## config.mk

```make
export PLATFORM = sky130hd
export DESIGN_NAME = rot_square_ctrl_flat
export DESIGN_NICKNAME = d
export VERILOG_FILES = /design/src/rtl/rot_sq_pkg.sv /design/src/rtl/rot_square_ctrl_if.sv /design/src/rtl/step_timer.sv /design/src/rtl/rot_square_ctrl.sv /design/src/flat_wrapper.sv
export SDC_FILE = /design/constraint.sdc
export NUM_CORES = 1
export LEC_CHECK = 0
export BUFFER_PORTS_ARGS = -buffer_cell sky130_fd_sc_hd__buf_2
export CAP_MARGIN = 20
export CORE_AREA = 5 5 93 95
export CTS_CLUSTER_SIZE = 30
export DETAILED_ROUTE_END_ITERATION = 10
export DIE_AREA = 0 0 98 100
export PLACE_DENSITY_LB_ADDON = 0.3
export SLEW_MARGIN = 15
export SYNTH_ARGS = -nofsm -noshare
export SYNTH_HDL_FRONTEND = slang
export SYNTH_HIERARCHICAL = 1
export SYNTH_SLANG_ARGS = --single-unit
```

## constraint.sdc

```tcl
create_clock -name clk -period 3.26 [get_ports clk]
set_input_delay 0.326 -clock clk [delete_from_list [all_inputs] [get_ports clk]]
set_output_delay 0.326 -clock clk [all_outputs]
set_load 0.01 [all_outputs]
```

## src/rtl/rot_sq_pkg.sv

```systemverilog
// rtl/rot_sq_pkg.sv - shared constants, state encoding and pattern decode for rot_square_ctrl
package rot_sq_pkg;

  localparam int CNT_W_DEF = 27;

  localparam logic [7:0] SEG_TOP   = 8'b1001_1100;
  localparam logic [7:0] SEG_BOT   = 8'b1010_0011;
  localparam logic [7:0] SEG_BLANK = 8'hFF;

  typedef enum logic [1:0] {
    IDLE  = 2'd0,
    RUN   = 2'd1,
    PAUSE = 2'd2
  } state_t;

  // Returns {in3,in2,in1,in0}: top half walks digit 3->0, bottom half walks 0->3.
  function automatic logic [31:0] seg_pattern(input logic [2:0] p);
    logic [31:0] r;
    logic [1:0]  d;
    logic [7:0]  seg;
    r   = {4{SEG_BLANK}};
    d   = p[2] ? p[1:0] : 2'd3 - p[1:0];
    seg = p[2] ? SEG_BOT : SEG_TOP;
    case (d)
      2'd0:    r[7:0]   = seg;
      2'd1:    r[15:8]  = seg;
      2'd2:    r[23:16] = seg;
      default: r[31:24] = seg;
    endcase
    return r;
  endfunction

endpackage

```

## src/rtl/rot_square_ctrl_if.sv

```systemverilog
// rtl/rot_square_ctrl_if.sv - control inputs and display outputs of rot_square_ctrl
interface rot_square_ctrl_if #(
  parameter int CNT_W = 27
);
  logic             en;
  logic             pause;
  logic             step;
  logic             dir;
  logic [CNT_W-1:0] period;
  logic [7:0]       in3;
  logic [7:0]       in2;
  logic [7:0]       in1;
  logic [7:0]       in0;
  logic [2:0]       pos;
  logic             step_tick;

  modport master (
    output en, pause, step, dir, period,
    input  in3, in2, in1, in0, pos, step_tick
  );

  modport slave (
    input  en, pause, step, dir, period,
    output in3, in2, in1, in0, pos, step_tick
  );
endinterface

```

## src/rtl/step_timer.sv

```systemverilog
// rtl/step_timer.sv - step-period prescaler; ticks once every period+1 cycles of run
module step_timer #(
  parameter int CNT_W = 27
) (
  input  logic             clk,
  input  logic             reset,
  input  logic             run,
  input  logic             clear,
  input  logic [CNT_W-1:0] period,
  output logic             tick
);

  logic [CNT_W-1:0] cnt;

  // >= rather than == so a period lowered below cnt fires at once instead of wrapping.
  always_comb tick = run && (cnt >= period);

  always_ff @(posedge clk or posedge reset) begin
    if (reset) begin
      cnt <= '0;
    end else if (clear) begin
      cnt <= '0;
    end else if (run) begin
      cnt <= tick ? '0 : cnt + {{(CNT_W-1){1'b0}}, 1'b1};
    end
  end

endmodule

```

## src/rtl/rot_square_ctrl.sv

```systemverilog
// rtl/rot_square_ctrl.sv - sequencer animating one square around a 4-digit 7-segment display
module rot_square_ctrl
  import rot_sq_pkg::*;
#(
  parameter int CNT_W = CNT_W_DEF
) (
  input logic               clk,
  input logic               reset,
  rot_square_ctrl_if.slave  bus
);

  state_t      state;
  state_t      state_nxt;
  logic        run;
  logic        clear;
  logic        step_ok;
  logic        tick;
  logic        advance;
  logic [2:0]  pos;
  logic        step_tick;
  logic [31:0] pattern;

  always_ff @(posedge clk or posedge reset) begin
    if (reset) state <= IDLE;
    else       state <= state_nxt;
  end

  // en overrides everything, so it gates run/step here as well as the transitions.
  always_comb begin
    state_nxt = state;
    run       = 1'b0;
    clear     = 1'b0;
    step_ok   = 1'b0;
    if (!bus.en) begin
      state_nxt = IDLE;
      clear     = 1'b1;
    end else begin
      unique case (state)
        IDLE: begin
          state_nxt = bus.pause ? PAUSE : RUN;
          clear     = 1'b1;
        end
        RUN: begin
          if (bus.pause) state_nxt = PAUSE;
          else           run       = 1'b1;
        end
        PAUSE: begin
          if (!bus.pause) state_nxt = RUN;
          step_ok = bus.step;
        end
        default: state_nxt = IDLE;
      endcase
    end
  end

  step_timer #(.CNT_W(CNT_W)) u_step_timer (
    .clk    (clk),
    .reset  (reset),
    .run    (run),
    .clear  (clear),
    .period (bus.period),
    .tick   (tick)
  );

  always_comb advance = tick || step_ok;

  always_ff @(posedge clk or posedge reset) begin
    if (reset) begin
      pos       <= 3'd0;
      step_tick <= 1'b0;
      pattern   <= {4{SEG_BLANK}};
    end else begin
      step_tick <= advance;
      if (!bus.en)      pos <= 3'd0;
      else if (advance) pos <= bus.dir ? pos + 3'd1 : pos - 3'd1;
      // Blank on the same edge that enters IDLE; otherwise show the current position.
      if (state == IDLE || state_nxt == IDLE) pattern <= {4{SEG_BLANK}};
      else                                    pattern <= seg_pattern(pos);
    end
  end

  assign bus.pos       = pos;
  assign bus.step_tick = step_tick;
  assign bus.in3       = pattern[31:24];
  assign bus.in2       = pattern[23:16];
  assign bus.in1       = pattern[15:8];
  assign bus.in0       = pattern[7:0];

endmodule

```

## src/flat_wrapper.sv

```systemverilog
// flat-port wrapper written by rule: the top's interface ports become plain ports
module rot_square_ctrl_flat import rot_sq_pkg::*;
#(
  parameter int CNT_W = CNT_W_DEF
)
  (clk, reset, bus_en, bus_pause, bus_step, bus_dir, bus_period, bus_in3, bus_in2, bus_in1, bus_in0, bus_pos, bus_step_tick);
  rot_square_ctrl_if #(.CNT_W(CNT_W)) bus_i ();
  input logic clk;
  input logic reset;
  input wire logic [$bits(bus_i.en)-1:0] bus_en;
  input wire logic [$bits(bus_i.pause)-1:0] bus_pause;
  input wire logic [$bits(bus_i.step)-1:0] bus_step;
  input wire logic [$bits(bus_i.dir)-1:0] bus_dir;
  input wire logic [$bits(bus_i.period)-1:0] bus_period;
  output wire logic [$bits(bus_i.in3)-1:0] bus_in3;
  output wire logic [$bits(bus_i.in2)-1:0] bus_in2;
  output wire logic [$bits(bus_i.in1)-1:0] bus_in1;
  output wire logic [$bits(bus_i.in0)-1:0] bus_in0;
  output wire logic [$bits(bus_i.pos)-1:0] bus_pos;
  output wire logic [$bits(bus_i.step_tick)-1:0] bus_step_tick;
  assign bus_i.en = bus_en;
  assign bus_i.pause = bus_pause;
  assign bus_i.step = bus_step;
  assign bus_i.dir = bus_dir;
  assign bus_i.period = bus_period;
  assign bus_in3 = bus_i.in3;
  assign bus_in2 = bus_i.in2;
  assign bus_in1 = bus_i.in1;
  assign bus_in0 = bus_i.in0;
  assign bus_pos = bus_i.pos;
  assign bus_step_tick = bus_i.step_tick;
  rot_square_ctrl #(.CNT_W(CNT_W)) u_core (.clk(clk), .reset(reset), .bus(bus_i));
endmodule
```

==> metrics.md, run 1 <==
| Metric | Value |
|---|---|
| GR Layer Usage met3 | 0.02571 |
| Critical Path AT | 3.27 ns |
| Clock Skews | 0.008704 ns |
| Vias per inst | 5.693 |
| DRT Wirelength | 8388 µm |
| Max incr delay on CP | 0.83 ns |
| Max cap viols | 0 |
| Outcome | finished clean |
| WP buf/inv | 0 |
| Num CTS Buffers | 5 |
| Port Buffer Count | 64 |
| Worst path top cell family by delay | simple AND/OR/NAND/NOR gates |
| Final period util | 0.9424 |
| # DRC | 0 |
| Core area | 7647 µm² |
| CP endpoint kind | flip-flop |
| Placement Setup Slack | 0.1623 ns |
| Clock tree buffer depth | 2 |
| Post-synthesis sequential area ratio | 0.3339 |
| GRT Resource Usage Total | 0.1719 |
| FF-to-FF End | u_core/u_step_timer/cnt[26] |
| Met2 GRT Util | 0.2969 |
| Final Cell Area | 3834 µm² |
| Initial core utilization | 0.4468 |
| Mean routed wirelength per cell | 15.31 µm |
| Number of global-route vias before repair | 2950 |
| Pleak | 0.001847 µW |
| Final setup fails | 0 |
| Yosys warnings | 6 |
| Crit-path slowest cell | nor4_1 |
| TritonRoute pass-1 iters | 5 |
| GRT busiest layer | met2 |
| RSZ-0062 raised after global routing | false |
| Seq cells post-synth | 45 |
| TNS Setup | 0 ns |
| GR Overflow Total | 0 |
| Ant diodes | 0 |
| Ports | 69 |
| Slew headroom | 0.2777 |
| CP max FO | 12 |
| Hold-fix buffers at CTS | 0 |
| Max-slew violations | 0 |
| Layout area overhead | 12.19% |
| Final Net Count | 507 |
| Avg Synthesized Cell Area | 8.543 µm² |
| Fmax | 325.5 MHz |
| VDD IR-drop max | 0.1568 mV |
| Cells after synthesis | 400 |
| Final WS setup | 0.1877 ns |
| FF-to-FF setup slack | 0.19 ns |
| Setup CP Type | flip-flop to flip-flop |
| Worst Max-Slew Pin Slew | 1.082 ns |
| Hpwl dp | 6324 µm |
| First-pass GRT wire length | 14080 µm |
| Clock latency on the worst-skew pair | 0.31 ns |
| Worst r2r src | u_core/u_step_timer/cnt[24] |
| Async SR Flop Fraction | 1.000 |
| H-Tree Depth | 2 |
| Die footprint | 9800 µm² |
| Placer Congestion | 0.8063 |
| Met1 Resource Use GR | 0.2243 |
| Layout cells sized above 1 | 0.2444 |
| CTS sink count | 45 |
| PnR Total Power | 1062 µW |
| Fin crit period | 3.072 ns |
| CTS tree | yes |
| Cts repair resizes | 0 |
| Largest cells by area after synthesis | dfrtp_1 (24%), ha_1 (10%), dfstp_2 (9.2%) |
| Synth Cell Area | 3417 µm² |
| Die Y | 100 µm |
| PD cells | 276.9 nW/µm² |
| DRT antenna net count | 0 |
| Hold Fails Final Rpt | 0 |
| Reg2Reg Depth | 6 |
| Commonest cells after routing, fill and taps aside | buf_2 (64), nand2_1 (48), inv_1 (36) |
| Vias | 3120 |
| EDFF count, synth | 0 |
| 1st-iter DRT viols | 179 |
| Crit path launch type | flip-flop |
| Area leader, netlist | dfrtp_1 |
| Postcts setup bufs | 0 |
| HP Class | primary input to async pin |
| CP cell instances | ha_1 -> nand4_1 -> nor4_1 -> o311ai_2 -> and4_1 -> a221o_1 |
| Top FF cell, synth | dfrtp_1 |
| Synth unique cells | 55 |
| Req. time, crit path | 3.46 ns |
| Cell Rows | 32 |
| Clock Root Buffer | clkbuf_8 |
| Top cell type's share of synthesized area | 0.2417 |
| Clock slew at reported path FFs | 0.10 ns |
| Commonest non-fill, non-tap cell in the layout | buf_2 |
| Maximum number of pins on one net before global-route repair | 21 |
| Area after DPL | 3741 µm² |
| Die W | 98 µm |
| Initial antenna violation count | 0 |
[synth_stat cells, drive strengths merged, types with 2 or more instances]
cell and instances:
buf 27, nor3 18, nand2 49, o41ai 2, dfrtp 33, and4 2, o21ai 8, xor2 2
a21oi 25, dfstp 12, clkbuf 9, mux2 4, a211o 9, nor2 19, ha 28, a211oi 3
nand3 18, nand4 13, nor4 13, nor3b 7, and3 10, a41o 6, or3 5, o211ai 3
a41oi 2, o21a 2, inv 36, nor2b 8, nand2b 3, and2 5, a221o 5
[registers in the layout (all words and copies together) (netlist names)]
signal and count:
u_core/bus.pos 3, u_core/bus.step_tick 1, u_core/pattern 12, u_core/state 2
u_core/u_step_timer/cnt 27
[kinds of logic after synthesis]
family | after synthesis | synth area share
flip-flops | 45 | 0.3339
other | 1 | 0.001097
buffers and inverters | 73 | 0.1047
AND/OR/NAND/NOR | 173 | 0.2776
XOR/XNOR | 2 | 0.005127
adder cells (fa/ha/maj) | 29 | 0.1084
multiplexers | 5 | 0.01611
AO/OA/AOI/OAI | 72 | 0.1531
[per-stage QoR]
stage | hold WS [ns] | std cells | util
2_1_floorplan | 0.2558 | 403 | -
3_3_place_gp | 0.4498 | 539 | 0.4856
3_5_place_dp | 0.3713 | 540 | 0.4892
4_1_cts | 0.03818 | 548 | 0.5013
5_1_grt | 0.04493 | 548 | 0.5013
6_report | 0.02472 | 548 | 0.5013
[metal layers]
| metal | share of wire | routed length, µm | vias to the layer above |
|---|---|---|---|
| li1 | - | - | 1506 |
| met1 | 0.45 | 3735 | 1474 |
| met2 | 0.47 | 3946 | 130 |
| met3 | 0.071 | 594 | 10 |
| met4 | 0.013 | 112 | 0 |
| met5 | 0 | 0 | - |
[layout make-up]
class	count	area (µm²)
fill	757	3814
tap	102	127.6
multi-input combinational	285	1941
clock inverter	3	23.77
clock buffer	5	68.82
inverter	37	138.9
sequential	45	1141
timing repair buffer	71	392.9
[worst max path at each step]
stage,startpoint,endpoint,cells after the start
finish,u_core/u_step_timer/cnt[24],u_core/u_step_timer/cnt[26],6
global route,u_core/u_step_timer/cnt[24],u_core/u_step_timer/cnt[7],6
CTS,u_core/u_step_timer/cnt[24],u_core/u_step_timer/cnt[26],6
detailed placement,bus_period[26],u_core/u_step_timer/cnt[7],8
global placement,bus_period[26],u_core/u_step_timer/cnt[26],8
floorplan,u_core/u_step_timer/cnt[0],u_core/bus.pos[1],11
[power by group]
group / internal [µW] / total [µW] / leakage (µW) / switching, µW
registers: 565 / 572 / 0.000585 / 6.45
clock network: 156 / 372 / 0.0000491 / 216
logic: 44.8 / 118 / 0.00121 / 73.1
Note: power is estimated with default switching activity, not from simulation.
==> inputs of run 2 (changes only) <==
--- a/config.mk
+++ b/config.mk
@@ -7,10 +7,10 @@
 export LEC_CHECK = 0
 export BUFFER_PORTS_ARGS = -buffer_cell sky130_fd_sc_hd__buf_2
 export CAP_MARGIN = 20
-export CORE_AREA = 5 5 93 95
+export CORE_AREA = 5 5 89 91
 export CTS_CLUSTER_SIZE = 30
 export DETAILED_ROUTE_END_ITERATION = 10
-export DIE_AREA = 0 0 98 100
+export DIE_AREA = 0 0 94 96
 export PLACE_DENSITY_LB_ADDON = 0.3
 export SLEW_MARGIN = 15
 export SYNTH_ARGS = -nofsm -noshare
==> run 2 against run 1 <==
Compared with the run above:
- sequential share of layout area about the same
- wire length increased by 0.29%
- critical path type unchanged
- largest power group unchanged
- die area decreased by 7.9%
- cell count decreased by 0.18%
- cell area increased by 0.13%
- first-iteration DRC count increased by 40%
==> metrics.md, run 2 (synthesized netlist as in run 1, its figures left out) <==
| Metric | Value |
|---|---|
| Clock tree buffer depth | 2 |
| Final setup fails | 0 |
| H-Tree Depth | 2 |
| CTS sink count | 45 |
| Clock Skews | 0.007644 ns |
| Slew headroom | 0.5145 |
| Initial antenna violation count | 0 |
| Largest Register | u_core/u_step_timer/cnt |
| Cell Rows | 31 |
| Die footprint | 9024 µm² |
| Crit path launch type | flip-flop |
| Final period util | 0.8829 |
| CP cell instances | ha_1 -> nand4_1 -> nor4_2 -> o311a_1 -> nor2_1 -> nor2_1 -> o21ai_0 -> mux2i_1 |
| 1st-iter DRT viols | 251 |
| Worst path top cell family by delay | simple AND/OR/NAND/NOR gates |
| Req. time, crit path | 3.45 ns |
| Final Net Count | 509 |
| CP max FO | 11 |
| TritonRoute pass-1 iters | 4 |
| First-pass GRT wire length | 13930 µm |
| TNS Setup | 0 ns |
| Core area | 7059 µm² |
| Pleak | 0.001850 µW |
| Fin crit period | 2.878 ns |
| DRT antenna net count | 0 |
| Fmax | 347.4 MHz |
| PD cells | 275.9 nW/µm² |
| Clock slew at reported path FFs | 0.10 ns |
| Initial core utilization | 0.4840 |
| Clock Root Buffer | clkbuf_8 |
| Placer Congestion | 0.8978 |
| Die W | 94 µm |
| Num CTS Buffers | 5 |
| Max cap viols | 0 |
| HP Class | primary input to async pin |
| Hold-fix buffers at CTS | 0 |
| Vias per inst | 5.614 |
| Ports | 69 |
| Commonest non-fill, non-tap cell in the layout | buf_2 |
| Clock latency on the worst-skew pair | 0.31 ns |
| Final Cell Area | 3839 µm² |
| Outcome | finished clean |
| Setup CP Type | flip-flop to flip-flop |
| Hold slack | 0.01228 ns |
| Maximum number of pins on one net before global-route repair | 32 |
| # DRC | 0 |
| Max reg flops | 27 |
| Hold Fails Final Rpt | 0 |
| VDD IR-drop max | 0.1640 mV |
| CTS tree | yes |
| Top cell by count, worst path | nor2_1 |
| Max-slew violations | 0 |
| CP endpoint kind | flip-flop |
| Worst Max-Slew Pin Slew | 0.7226 ns |
| Final core utilization | 0.5438 |
| Biggest regs | u_core/u_step_timer/cnt (27), u_core/pattern (12), u_core/bus.pos (3) |
| Ant diodes | 0 |
| Layout cells sized above 1 | 0.2500 |
| Die Y | 96 µm |
| Area after DPL | 3740 µm² |
| Mean routed wirelength per cell | 15.38 µm |
| Commonest cells after routing, fill and taps aside | buf_2 (64), nand2_1 (48), inv_1 (36) |
| GR Overflow Total | 0 |
| RSZ-0062 raised after global routing | false |
| Crit-path slowest cell | o311a_1 |
| Max incr delay on CP | 0.52 ns |
| Vias | 3071 |
| Layout area overhead | 12.34% |
| Number of global-route vias before repair | 2927 |
| Filler instances | 696 |
| Critical Path AT | 3.07 ns |
| GRT Resource Usage Total | 0.1917 |
| DRT Wirelength | 8412 µm |
| Hpwl dp | 6268 µm |
| Port Buffer Count | 64 |
| WP buf/inv | 0 |
[run 2: worst reg2reg max path: cells and delay by family, from the launching register on]
kind                       cells  cell delay (ns)
and+or+nand+nor                4             1.17
muxes                          1             0.15
AOI/OAI and AO/OA              2             0.70
DFF                            1             0.42
adders and majority gates      1             0.33
[run 2: final timing paths]
kind / cells past startpoint / slack (ns) / end / startpoint
worst min-delay path: 2 / 0.01 / u_core/u_step_timer/cnt[16] / reset
worst max register to register: 8 / 0.38 / u_core/bus.pos[2] / u_core/u_step_timer/cnt[26]
min in group clk: 3 / 0.23 / u_core/state[1] / bus_pause
max in group asynchronous: 2 / 2.71 / u_core/bus.step_tick / reset
worst max-delay path: 8 / 0.38 / u_core/bus.pos[2] / u_core/u_step_timer/cnt[26]
worst min register to register: 1 / 0.58 / u_core/state[1] / u_core/state[0]
[run 2: power by group]
group	leakage, µW	internal [µW]	switching, µW
logic	0.00122	43.2	72.4
registers	0.000585	565	6.74
clock network	0.0000491	156	216
total	0.00185	764	295
[run 2: per-stage QoR]
stage / total power (µW) / cells / setup slack, ns
6_report: 1059 / 547 / 0.3817
5_1_grt: 1104 / 547 / 0.1734
4_1_cts: 1073 / 547 / 0.2423
3_5_place_dp: 698.9 / 539 / 0.2528
3_3_place_gp: 693.3 / 538 / 0.4004
2_1_floorplan: 656.8 / 403 / 0.9473
[run 2: final cells by class]
cell class	count	area, µm²	area share
Multi-Input combinational cell	285	1947	0.5072
Sequential cell	45	1141	0.2973
Timing Repair Buffer	73	395.4	0.1030
Inverter	37	138.9	0.03618
Tap cell	99	123.9	0.03227
Clock buffer	5	68.82	0.01793
Clock inverter	3	23.77	0.006193
[run 2: repair_timing]
action                     4_1_cts  5_1_grt
setup buffers                    0        0
setup endpoints to repair        0        1
resized for setup                0        1
[run 2: per-layer routing]
metal  GRT usage  routed length [µm]  vias to the layer above
met1      0.2613                3753                     1442
li1            -                   -                     1502
met2      0.3270                3973                      116
met5           0                   0                        -
met3     0.02424                 584                       11
met4     0.04212                 102                        0
